[src/rtl/sdram_init_seq_if.sv]
// Command/status bundle between the SDRAM power-up sequencer and the controller's command mux.
// init_req is a one-cycle pulse; it is acted on only while sdram_init_done is high.
interface sdram_init_seq_if;
    logic        init_req;
    logic        sdr_cke;
    logic        sdr_cs_n;
    logic        sdr_ras_n;
    logic        sdr_cas_n;
    logic        sdr_we_n;
    logic [12:0] sdr_addr;
    logic [1:0]  sdr_ba;
    logic        sdram_init_done;
    logic        init_busy;
    logic [2:0]  fsm_state;

    modport master (
        input  init_req,
        output sdr_cke, sdr_cs_n, sdr_ras_n, sdr_cas_n, sdr_we_n,
        output sdr_addr, sdr_ba, sdram_init_done, init_busy, fsm_state
    );

    modport slave (
        output init_req,
        input  sdr_cke, sdr_cs_n, sdr_ras_n, sdr_cas_n, sdr_we_n,
        input  sdr_addr, sdr_ba, sdram_init_done, init_busy, fsm_state
    );
endinterface

[src/rtl/sdram_init_seq.sv]
// SDRAM power-up sequencer: NOP wait, PRECHARGE ALL, NUM_AREF x AUTO REFRESH, LOAD MODE.
// Outputs are registered from the state being entered, so the state register and the bus agree.
module sdram_init_seq #(
    parameter int          INIT_WAIT = 10000,
    parameter int          TRP       = 3,
    parameter int          TRFC      = 8,
    parameter int          NUM_AREF  = 8,
    parameter int          TMRD      = 2,
    parameter logic [12:0] MODE_REG  = 13'h033
) (
    input logic clk,
    input logic rst,
    sdram_init_seq_if.master bus
);
    localparam int MAX_A = (INIT_WAIT > TRP) ? INIT_WAIT : TRP;
    localparam int MAX_B = (TRFC > TMRD) ? TRFC : TMRD;
    localparam int MAX_V = (MAX_A > MAX_B) ? MAX_A : MAX_B;
    localparam int CW    = (MAX_V > 1) ? $clog2(MAX_V) : 1;
    localparam int AW    = $clog2(NUM_AREF + 1);

    // Wait states hold (cycles - 1) NOPs; the counter is loaded with that count minus one.
    localparam logic [CW-1:0] INIT_LOAD = CW'(INIT_WAIT - 1);
    localparam logic [CW-1:0] TRP_LOAD  = CW'((TRP  > 1) ? TRP  - 2 : 0);
    localparam logic [CW-1:0] TRFC_LOAD = CW'((TRFC > 1) ? TRFC - 2 : 0);
    localparam logic [CW-1:0] TMRD_LOAD = CW'((TMRD > 1) ? TMRD - 2 : 0);
    localparam logic [AW-1:0] AREF_LOAD = AW'(NUM_AREF);

    localparam logic [3:0] CMD_NOP  = 4'b0111;
    localparam logic [3:0] CMD_PRE  = 4'b0010;
    localparam logic [3:0] CMD_AREF = 4'b0001;
    localparam logic [3:0] CMD_LMR  = 4'b0000;

    typedef enum logic [2:0] {
        IDLE_WAIT, PRE, TRP_WAIT, AREF, TRFC_WAIT, LMR, TMRD_WAIT, DONE
    } state_t;

    state_t        state;
    logic [CW-1:0] wait_cnt;
    logic [AW-1:0] aref_cnt;
    logic          armed;
    logic          cke;
    logic [3:0]    cmd;
    logic [12:0]   addr;
    logic          done;

    always_ff @(posedge clk) begin
        if (rst) begin
            state    <= IDLE_WAIT;
            wait_cnt <= INIT_LOAD;
            aref_cnt <= AREF_LOAD;
            armed    <= 1'b0;
            cke      <= 1'b0;
            cmd      <= CMD_NOP;
            addr     <= '0;
            done     <= 1'b0;
        end else begin
            cmd  <= CMD_NOP;
            addr <= '0;
            case (state)
                // The first cycle of the wait only raises CKE; counting starts on the next one.
                IDLE_WAIT: begin
                    cke <= 1'b1;
                    if (!armed) begin
                        armed <= 1'b1;
                    end else if (wait_cnt != '0) begin
                        wait_cnt <= wait_cnt - 1'b1;
                    end else begin
                        state <= PRE;
                        cmd   <= CMD_PRE;
                        addr  <= 13'h0400;
                    end
                end
                PRE: begin
                    if (TRP > 1) begin
                        state    <= TRP_WAIT;
                        wait_cnt <= TRP_LOAD;
                    end else begin
                        state    <= AREF;
                        cmd      <= CMD_AREF;
                        aref_cnt <= aref_cnt - 1'b1;
                    end
                end
                TRP_WAIT: begin
                    if (wait_cnt != '0) begin
                        wait_cnt <= wait_cnt - 1'b1;
                    end else begin
                        state    <= AREF;
                        cmd      <= CMD_AREF;
                        aref_cnt <= aref_cnt - 1'b1;
                    end
                end
                AREF: begin
                    if (TRFC > 1) begin
                        state    <= TRFC_WAIT;
                        wait_cnt <= TRFC_LOAD;
                    end else if (aref_cnt != '0) begin
                        state    <= AREF;
                        cmd      <= CMD_AREF;
                        aref_cnt <= aref_cnt - 1'b1;
                    end else begin
                        state <= LMR;
                        cmd   <= CMD_LMR;
                        addr  <= MODE_REG;
                    end
                end
                TRFC_WAIT: begin
                    if (wait_cnt != '0) begin
                        wait_cnt <= wait_cnt - 1'b1;
                    end else if (aref_cnt != '0) begin
                        state    <= AREF;
                        cmd      <= CMD_AREF;
                        aref_cnt <= aref_cnt - 1'b1;
                    end else begin
                        state <= LMR;
                        cmd   <= CMD_LMR;
                        addr  <= MODE_REG;
                    end
                end
                LMR: begin
                    if (TMRD > 1) begin
                        state    <= TMRD_WAIT;
                        wait_cnt <= TMRD_LOAD;
                    end else begin
                        state <= DONE;
                        done  <= 1'b1;
                    end
                end
                TMRD_WAIT: begin
                    if (wait_cnt != '0) begin
                        wait_cnt <= wait_cnt - 1'b1;
                    end else begin
                        state <= DONE;
                        done  <= 1'b1;
                    end
                end
                DONE: begin
                    if (bus.init_req) begin
                        state    <= IDLE_WAIT;
                        done     <= 1'b0;
                        wait_cnt <= INIT_LOAD;
                        aref_cnt <= AREF_LOAD;
                        armed    <= 1'b0;
                    end
                end
                default: state <= IDLE_WAIT;
            endcase
        end
    end

    assign bus.sdr_cke         = cke;
    assign bus.sdr_cs_n        = cmd[3];
    assign bus.sdr_ras_n       = cmd[2];
    assign bus.sdr_cas_n       = cmd[1];
    assign bus.sdr_we_n        = cmd[0];
    assign bus.sdr_addr        = addr;
    assign bus.sdr_ba          = 2'b00;
    assign bus.sdram_init_done = done;
    assign bus.init_busy       = ~done;
    assign bus.fsm_state       = state;
endmodule

[src/flat_wrapper.sv]
// flat-port wrapper written by rule: the top's interface ports become plain ports
module sdram_init_seq_flat 
#(
    parameter int          INIT_WAIT = 10000,
    parameter int          TRP       = 3,
    parameter int          TRFC      = 8,
    parameter int          NUM_AREF  = 8,
    parameter int          TMRD      = 2,
    parameter logic [12:0] MODE_REG  = 13'h033
)
  (clk, rst, bus_init_req, bus_sdr_cke, bus_sdr_cs_n, bus_sdr_ras_n, bus_sdr_cas_n, bus_sdr_we_n, bus_sdr_addr, bus_sdr_ba, bus_sdram_init_done, bus_init_busy, bus_fsm_state);
  sdram_init_seq_if bus_i ();
  input logic clk;
  input logic rst;
  input wire logic [$bits(bus_i.init_req)-1:0] bus_init_req;
  output wire logic [$bits(bus_i.sdr_cke)-1:0] bus_sdr_cke;
  output wire logic [$bits(bus_i.sdr_cs_n)-1:0] bus_sdr_cs_n;
  output wire logic [$bits(bus_i.sdr_ras_n)-1:0] bus_sdr_ras_n;
  output wire logic [$bits(bus_i.sdr_cas_n)-1:0] bus_sdr_cas_n;
  output wire logic [$bits(bus_i.sdr_we_n)-1:0] bus_sdr_we_n;
  output wire logic [$bits(bus_i.sdr_addr)-1:0] bus_sdr_addr;
  output wire logic [$bits(bus_i.sdr_ba)-1:0] bus_sdr_ba;
  output wire logic [$bits(bus_i.sdram_init_done)-1:0] bus_sdram_init_done;
  output wire logic [$bits(bus_i.init_busy)-1:0] bus_init_busy;
  output wire logic [$bits(bus_i.fsm_state)-1:0] bus_fsm_state;
  assign bus_i.init_req = bus_init_req;
  assign bus_sdr_cke = bus_i.sdr_cke;
  assign bus_sdr_cs_n = bus_i.sdr_cs_n;
  assign bus_sdr_ras_n = bus_i.sdr_ras_n;
  assign bus_sdr_cas_n = bus_i.sdr_cas_n;
  assign bus_sdr_we_n = bus_i.sdr_we_n;
  assign bus_sdr_addr = bus_i.sdr_addr;
  assign bus_sdr_ba = bus_i.sdr_ba;
  assign bus_sdram_init_done = bus_i.sdram_init_done;
  assign bus_init_busy = bus_i.init_busy;
  assign bus_fsm_state = bus_i.fsm_state;
  sdram_init_seq #(.INIT_WAIT(INIT_WAIT), .TRP(TRP), .TRFC(TRFC), .NUM_AREF(NUM_AREF), .TMRD(TMRD), .MODE_REG(MODE_REG)) u_core (.clk(clk), .rst(rst), .bus(bus_i));
endmodule
[config.mk]
export PLATFORM = sky130hd
export DESIGN_NAME = sdram_init_seq_flat
export DESIGN_NICKNAME = d
export VERILOG_FILES = /design/src/rtl/sdram_init_seq_if.sv /design/src/rtl/sdram_init_seq.sv /design/src/flat_wrapper.sv
export SDC_FILE = /design/constraint.sdc
export NUM_CORES = 1
export LEC_CHECK = 0
export ABC_AREA = 0
export BUFFER_PORTS_ARGS = -buffer_cell sky130_fd_sc_hd__buf_2
export CORE_ASPECT_RATIO = 0.6
export CORE_MARGIN = 2
export CORE_UTILIZATION = 52
export CTS_BUF_LIST = sky130_fd_sc_hd__clkbuf_8
export CTS_CLUSTER_SIZE = 10
export DETAILED_ROUTE_END_ITERATION = 7
export GPL_TIMING_DRIVEN = 0
export PLACE_DENSITY_LB_ADDON = 0.25
export SLEW_MARGIN = 15
export SYNTH_ARGS = -nofsm -noshare
export SYNTH_HDL_FRONTEND = slang
export SYNTH_SLANG_ARGS = --single-unit
[constraint.sdc]
create_clock -name clk -period 1.81 [get_ports clk]
set_clock_uncertainty 0.05 [all_clocks]
set_input_delay 0.2715 -clock clk [delete_from_list [all_inputs] [get_ports clk]]
set_output_delay 0.2715 -clock clk [all_outputs]
set_load 0.01 [all_outputs]
Word level (Yosys, flattened, before mapping)

Cells that the tools add are included.
W data, S select, Z words.

Output and inout port bits: 25
Logic and storage cells: 69
Flip-flop bits (word level): 41

Equal/unequal tests: 14
Muxes and demuxes: 32
Bitwise gates (word level): 1
Add/subtract/negate cells: 2
Reductions and logical operators: 12

Operators with widths:

| kind                    | number |
|---|---|
| $pmux W14 S6            | 1 |
| $mux W14                | 3 |
| $mux W3                 | 9 |
| $mux W13                | 2 |
| $pmux W13 S2            | 1 |
| $mux W4                 | 6 |
| $pmux W3 S8             | 1 |
| $pmux W4 S3             | 2 |
| $reduce_bool A14 Y1     | 1 |
| $sub A14 B1 Y14 const B | 1 |
| $eq A3 B3 Y1 const B    | 4 |
| $mux W11                | 1 |
| $ne A2 B2 Y1 const B    | 5 |
| $eq A3 B2 Y1 const B    | 2 |
| $mux W6                 | 1 |
| $reduce_and A6 Y1       | 1 |
| $reduce_and A5 Y1       | 1 |
| $ne A2 B1 Y1 const B    | 2 |
| $pmux W1 S2             | 2 |
| $reduce_and A2 Y1       | 2 |
| $reduce_bool A2 Y1      | 2 |
| $reduce_bool A4 Y1      | 1 |
| $sub A4 B1 Y4 const B   | 1 |
| $eq A3 B1 Y1 const B    | 1 |
| 6 further kinds         | 8 |

Longest topological paths before layout

Gate-level depths: netlist of run 1.

Word-level depth: 4
Mapped depth: 7
Depth with buffers taken out: 7

Worst setup path before layout of run 1

Ideal clock, no wire load.

Kind: register to register
Start point: register u_core.aref_cnt[0]
End point: register u_core.aref_cnt[3]
Slack: -23 ps
Setup time: 120 ps
Stages on the path, launching flop included: 8
Arrival time: 1,663 ps
Cells stage by stage: dfxtp_1 -> inv_1 -> ha_1 -> or3b_2 -> a311oi_2 -> a21oi_2 -> a211oi_1 -> nor2_1

Longest elaborated chain between the ends: 4
Elaborated cells between the ends (all ways): 8
Those cells by class: 1 x add/sub; 1 x eq/ne; 4 x mux; 2 x reduce/logical

Ends and longest elaborated chain:

| item                     | RTL line              | source |
|---|---|---|
| start: declaration       | sdram_init_seq.sv:39  | `logic [AW-1:0] aref_cnt;` |
| start signal: assignment | sdram_init_seq.sv:80  | `aref_cnt <= aref_cnt - 1'b1;` |
| start signal: assignment | sdram_init_seq.sv:89  | `aref_cnt <= aref_cnt - 1'b1;` |
| start signal: assignment | sdram_init_seq.sv:99  | `aref_cnt <= aref_cnt - 1'b1;` |
| $sub A4 B1 Y4            | --                    |  |
| $mux W4                  | sdram_init_seq.sv:109 | `end else if (aref_cnt != '0) begin` |
| $mux W4                  | sdram_init_seq.sv:107 | `if (wait_cnt != '0) begin` |
| $pmux W4 S3              | sdram_init_seq.sv:59  | `case (state)` |

Several ways; a longest one is shown, not always the timed one. The select of a mux whose other input is x is not followed.
A chain may end at the register's enable or synchronous reset.

Worst setup path in the final report of run 1

Start point: register u_core.wait_cnt[0]
End point: register u_core.wait_cnt[13]

Longest elaborated chain between the ends: 4
Elaborated cells between the ends (all ways): 5
Those cells by class: 1 x add/sub; 3 x mux; 1 x reduce/logical

Ends and longest elaborated chain:

| item                                                   | RTL line              | source |
|---|---|---|
| start: declaration                                     | sdram_init_seq.sv:38  | `logic [CW-1:0] wait_cnt;` |
| start signal: assignment                               | sdram_init_seq.sv:66  | `wait_cnt <= wait_cnt - 1'b1;` |
| start signal: assignment                               | sdram_init_seq.sv:85  | `wait_cnt <= wait_cnt - 1'b1;` |
| start signal: assignment                               | sdram_init_seq.sv:108 | `wait_cnt <= wait_cnt - 1'b1;` |
| $sub A14 B1 Y14 or $reduce_bool A14 Y1 (tied branches) | --                    |  |
| $mux W14 *                                             | --                    |  |
| $mux W14                                               | sdram_init_seq.sv:63  | `if (!armed) begin` |
| $pmux W14 S6 *                                         | sdram_init_seq.sv:59  |  |

Every way passes the cells marked *; elsewhere a longest branch is shown, timed or not. The select of a mux whose other input is x is not followed.

==> results.ini, run 1 <==
[critical_path]
r2r-start = u_core.wait_cnt[0]
end_kind = register
startpoint = u_core.wait_cnt[0]
worstPathMaxFanout = 5
crit_arrival_ns = 2.09
start_kind = register
crit_required_ns = 2.00
path_class = reg2reg

[grt]
antenna_found_initial = 0
grtUsageTotal = 0.245
first_global_vias = 1271
grt_overflow = 0
grt_max_degree = 11
grt_pass1_wl_um = 6630

[sta]
maxClockFrequency_mhz = 527
grt_setup_unrepaired = true
setup_viol = 4
relSlewSlack = 0.655
setup_tns_ns = -0.124
final.period_utilization = 1.05
drv_slew = 0
final_hold_viol_count = 0
period_needed_ns = 1.90
whs_ns = 0.306
worst_pin_slew_ns = 0.517
fin_ws_ns = -0.0881

[floorplan]
dieArea_mm2 = 0.00368
io_pins = 28
core.rowCount = 15
die_x_um = 77.0
fp.dieH_um = 47.8
start_util = 0.564
coreArea_mm2 = 0.00295

[hold_path]
min_from = rst
hp-class = in2reg

[synth]
ys_ff_latch = 29
synthesis.area_mm2 = 0.00166
syn_inst = 201
avgSynthCellArea_um2 = 8.27
ys_warn_count = 0
synth_adder_area_share = 0.0226
synth_xor_area_frac = 0.0474
synth-compound-area-share = 0.130
synth_top_family_by_area = simple AND/OR/NAND/NOR gates
synth_flop_cell = dfxtp_1
synthMuxAreaShare = 0.0120
synth_edf_count = 0
yosysSeqAreaShare = 0.349
synthArstFlopShare = 0
synth-simple-area-share = 0.332
synth_cell_types = 51

[run_status]
violations = setup timing
status = complete, but fails checks

[clock_network]
cts_root_buf = clkbuf_8
clock_path_buffers = 2
cts_tree = done
clk_latency_ns = 0.30
clkSinkCount = 29
cts_buffers = 5
clk_pin_slew_ns = 0.07
cts_max_level = 2

[place]
placed_area_mm2 = 0.00183
portBuffers = 16
gp_congestion = 0.895
dpl.cell_count = 269
hpwlAfterDp_um = 2670

[cells_and_area]
n_antenna_cell = 0
fin_cells = 290
area_growth_pct = 35.1
final_nets = 253
final_common_cell = nor2_1
finalInstanceArea_mm2 = 0.00224
layout_common_cells = nor2_1 (29), buf_4 (28), dfxtp_1 (24), buf_2 (18), conb_1 (11)
drive_gt1_frac = 0.415

[routing]
wl_per_cell_um = 15.6
ant_nets = 0
routed_wl_um = 4540
vias = 1600
drt_pass1_iterations = 4
viasPerCell = 5.52
drc_errors = 0
drt-initial-drc-count = 141

[power_and_ir_drop]
power.total_mw = 1.29
ir_drop_uv = 520
leakage_nw = 0.911
powerDensity_mw_per_mm2 = 573

[run]
maxCapViolCount = 0

[registers in the layout, indices dropped and copies added (netlist names)]
name                        cells
u_core.wait_cnt                14
u_core.bus.sdram_init_done      1
u_core.aref_cnt                 4
u_core.cmd                      3
u_core.bus.sdr_cke              1
u_core.bus.sdr_addr             2
u_core.bus.fsm_state            3
u_core.armed                    1
[area by class of cell]
cell class / count / area [µm²]
Fill cell: 224 / 702
Clock inverter: 3 / 13.8
Multi-Input combinational cell: 151 / 1150
Inverter: 7 / 28.8
Timing Repair Buffer: 30 / 189
Clock buffer: 5 / 68.8
Buffer: 23 / 155
Sequential cell: 29 / 587
Tap cell: 42 / 52.6
[final timing paths]
path / end / slack (ns) / depth (start not counted)
worst max-delay path: u_core.wait_cnt[13] / -0.09 / 6
worst min-delay path: u_core.cmd[1] / 0.31 / 3
worst max register to register: u_core.wait_cnt[13] / -0.09 / 6
worst min register to register: u_core.bus.sdr_cke / 0.43 / 2
[per-stage QoR]
step | setup WS, ns | util
2_1_floorplan | 0.0402 | -
3_3_place_gp | -0.176 | 0.622
3_5_place_dp | -0.228 | 0.622
4_1_cts | -0.0720 | 0.714
5_1_grt | -0.137 | 0.762
6_report | -0.0881 | 0.762
[critical path, stage by stage, from the launching register on]
cell and delay, ns:
dfxtp_2 0.33, buf_4 0.14, or3_4 0.39, nor3_4 0.30
nand3_2 0.14, or4_1 0.43, nand3_1 0.08
[where the power goes]
group	leakage, nW	internal [mW]	total [mW]	switching [mW]
combinational	0.625	0.0496	0.112	0.0620
clock	0.0491	0.260	0.519	0.259
sequential	0.236	0.647	0.657	0.00995
total	0.911	0.956	1.29	0.331
[synth_stat cells (all sizes together) (2+ instances only)]
library cell / n / share of area
nor3b: 2 / 0.0090
o21ai: 4 / 0.012
nand2b: 3 / 0.011
nand4: 6 / 0.026
mux2i: 2 / 0.012
a211o: 3 / 0.016
nand3b: 3 / 0.014
xor2: 5 / 0.026
and4: 2 / 0.011
a211oi: 3 / 0.017
or2: 3 / 0.011
nor3: 9 / 0.037
and2: 2 / 0.0075
or3: 5 / 0.019
nand3: 9 / 0.027
buf: 19 / 0.078
a21oi: 5 / 0.017
dfxtp: 29 / 0.35
nor2b: 2 / 0.0075
a21o: 2 / 0.0090
a221oi: 2 / 0.011
clkbuf: 5 / 0.011
nor2: 32 / 0.072
xnor2: 4 / 0.021
o41ai: 2 / 0.011
nand2: 11 / 0.025
nor4: 3 / 0.015
a311oi: 2 / 0.014
ha: 3 / 0.023
inv: 7 / 0.016
[per-layer routing]
layer / track usage / vias to the layer above / routed length [µm]
li1: - / 780 / -
met1: 0.354 / 752 / 2160
met4: 0.0964 / 0 / 56
met3: 0.0679 / 7 / 343
met2: 0.353 / 61 / 1980
met5: 0 / - / 0
[kinds of logic after synthesis]
group                      count (synthesis)
and+or+nand+nor                           98
buffers and inverters                     31
DFF                                       29
AOI/OAI and AO/OA                         28
xor gates and xnor gates                   9
adders and majority gates                  3
muxes                                      2
other                                      1
[what timing repair did]
action,CTS,global route
pin swaps,10,16
gates resized for setup,31,27
endpoints found under the setup margin,21,28
buffers inserted,10,4
hold buffers,0,0
Power figures use the tool's default switching activity.
==> inputs of run 2 (changes only) <==
Settings changed: PLACE_DENSITY set to 0.78, PLACE_DENSITY_LB_ADDON 0.25 to not set.
==> run 2 against run 1 <==
  * The run still ends with setup timing left
  * Sequential cell count is the same
  * Sequential power is essentially flat
  * Hold slack lost 0.0024 ns
  * Critical path type unchanged
  * Total power grew 5.1%
  * Highest routed layer unchanged
  * Final area grew 0.72%
  * Critical path depth is the same
  * Via count grew 0.56%
  * Maximum frequency grew 1.4%
  * Core utilization grew 0.55 points
==> results.ini, run 2 (same netlist as run 1, synthesis figures left out) <==
[routing]
viasPerCell = 5.42  ; was 5.52
ant_nets = 0  ; unchanged
drt_pass1_iterations = 5  ; was 4
drt-initial-drc-count = 137  ; was 141
routed_wl_um = 4370  ; was 4540 µm
wl_per_cell_um = 14.7  ; was 15.6 µm
drc_errors = 0  ; unchanged
vias = 1609  ; was 1600

[critical_path]
start_kind = register  ; unchanged
end_kind = register  ; unchanged
path_class = reg2reg  ; unchanged
crit_required_ns = 1.92  ; was 2.00 ns
crit_arrival_ns = 1.98  ; was 2.09 ns
worstPathMaxFanout = 3  ; was 5

[place]
dp_slack_ns = -0.227  ; was -0.228 ns
gp_congestion = 0.853  ; was 0.895
hpwlAfterDp_um = 2710  ; was 2670 µm
placed_area_mm2 = 0.00183  ; unchanged
portBuffers = 16  ; unchanged

[clock_network]
clock_path_buffers = 2  ; unchanged
clkSinkCount = 29  ; unchanged
cts_max_level = 2  ; unchanged
clk_pin_slew_ns = 0.06  ; was 0.07 ns
ctsHoldBuffers = 0  ; unchanged
clk_latency_ns = 0.28  ; was 0.30 ns
cts_buffers = 5  ; unchanged
cts_root_buf = clkbuf_8  ; unchanged
cts_tree = done  ; unchanged

[sta]
whs_ns = 0.304  ; was 0.306 ns
drv_slew = 0  ; unchanged
fin_ws_ns = -0.0618  ; was -0.0881 ns
maxClockFrequency_mhz = 534  ; was 527 MHz
final_hold_viol_count = 0  ; unchanged
grt_setup_unrepaired = true  ; unchanged
setup_viol = 15  ; was 4
final.period_utilization = 1.03  ; was 1.05
period_needed_ns = 1.87  ; was 1.90 ns

[cells_and_area]
finalInstanceArea_mm2 = 0.00226  ; was 0.00224 mm²
largest_register_ffs = 14  ; unchanged
n_antenna_cell = 0  ; unchanged
area_growth_pct = 36.1  ; was 35.1%
final_nets = 260  ; was 253
final-seq-area_um2 = 588  ; was 587 µm²
utilization = 0.767  ; was 0.762
layout_common_cells = buf_4 (34), nor2_1 (28), dfxtp_1 (25), buf_2 (20), conb_1 (11)  ; was nor2_1 (29), buf_4 (28), dfxtp_1 (24), buf_2 (18), conb_1 (11)
largest-register = u_core.wait_cnt  ; unchanged
multi_input_area_mm2 = 0.00110  ; was 0.00115 mm²
n_fill_cell = 197  ; was 224
largestRegisters = u_core.wait_cnt: 14 flops, u_core.aref_cnt: 4 flops  ; unchanged
drive_gt1_frac = 0.416  ; was 0.415
final_common_cell = buf_4  ; was nor2_1

[grt]
first_global_vias = 1400  ; was 1271
antenna_found_initial = 0  ; unchanged
grtUsageTotal = 0.234  ; was 0.245
grt_overflow = 0  ; unchanged
grt_pass1_wl_um = 6510  ; was 6630 µm
grt_max_degree = 11  ; unchanged

[power_and_ir_drop]
powerDensity_mw_per_mm2 = 598  ; was 573 mW/mm²
ir_drop_uv = 521  ; was 520 µV
power.total_mw = 1.35  ; was 1.29 mW
leakage_nw = 0.927  ; was 0.911 nW

[floorplan]
core.rowCount = 15  ; unchanged
io_pins = 28  ; unchanged
dieArea_mm2 = 0.00368  ; unchanged
fp.dieH_um = 47.8  ; unchanged
start_util = 0.564  ; unchanged
die_x_um = 77.0  ; unchanged
coreArea_mm2 = 0.00295  ; unchanged

[run_status]
violations = setup timing  ; unchanged
status = complete, but fails checks  ; unchanged

[hold_path]
hp-class = in2reg  ; unchanged

[run]
maxCapViolCount = 0  ; unchanged

==> run 2: cell count changes in the layout (fill, tap and decap cells not counted), sizes merged <==
cell and change:
buf +8, clkbuf +1, clkinv -1, inv -1
==> run 2: cell type report <==
type,instances,share of cell area
sequential,29,0.260
timing repair buffer,37,0.108
inverter,7,0.0116
multi-input combinational,151,0.486
tap,42,0.0232
buffer,23,0.0659
clock inverter,1,0.00221
clock buffer,7,0.0426
==> run 2: worst max-delay path, cell delays in order (launching register included) <==
cell and delay, ns:
dfxtp_2 0.33, inv_2 0.07, ha_4 0.14, nor4b_4 0.27
nand2_2 0.13, or3_4 0.42, or3_1 0.36
==> run 2: path summary, 6_finish.rpt <==
check,from,end,slack (ns),depth (start not counted)
min,rst,u_core.cmd[1],0.30,3
min reg2reg,u_core.bus.sdr_cke,u_core.bus.sdr_cke,0.43,2
max reg2reg,u_core.wait_cnt[1],u_core.cmd[1],-0.06,6
max,u_core.wait_cnt[1],u_core.cmd[1],-0.06,6
==> run 2: timing repair <==
action                                 CTS  global route
endpoints found under the hold margin    0             0
resized for setup                       25            20
pin swaps                                8            14
setup buffers                           14             7
setup endpoints to repair               27            27
==> run 2: power breakdown <==
part / switching [mW] / leakage (nW) / total, mW / internal (mW)
sequential: 0.00894 / 0.236 / 0.655 / 0.646
combinational: 0.0580 / 0.637 / 0.111 / 0.0526
clock: 0.244 / 0.0542 / 0.587 / 0.343
total: 0.311 / 0.927 / 1.35 / 1.04
==> run 2: metal layers <==
metal | up-vias | GRT usage | share of wire
li1 | 787 | - | -
met1 | 727 | 0.318 | 0.45
met2 | 85 | 0.360 | 0.43
met3 | 10 | 0.0849 | 0.099
met4 | 0 | 0.0643 | 0.012
met5 | - | 0 | 0
==> run 2: through the flow <==
stage	std cells	TNS (ns)
5_1_grt	297	-2.85
3_3_place_gp	269	-1.77
2_1_floorplan	211	0
3_5_place_dp	269	-2.28
4_1_cts	290	-0.00685
6_report	297	-0.331
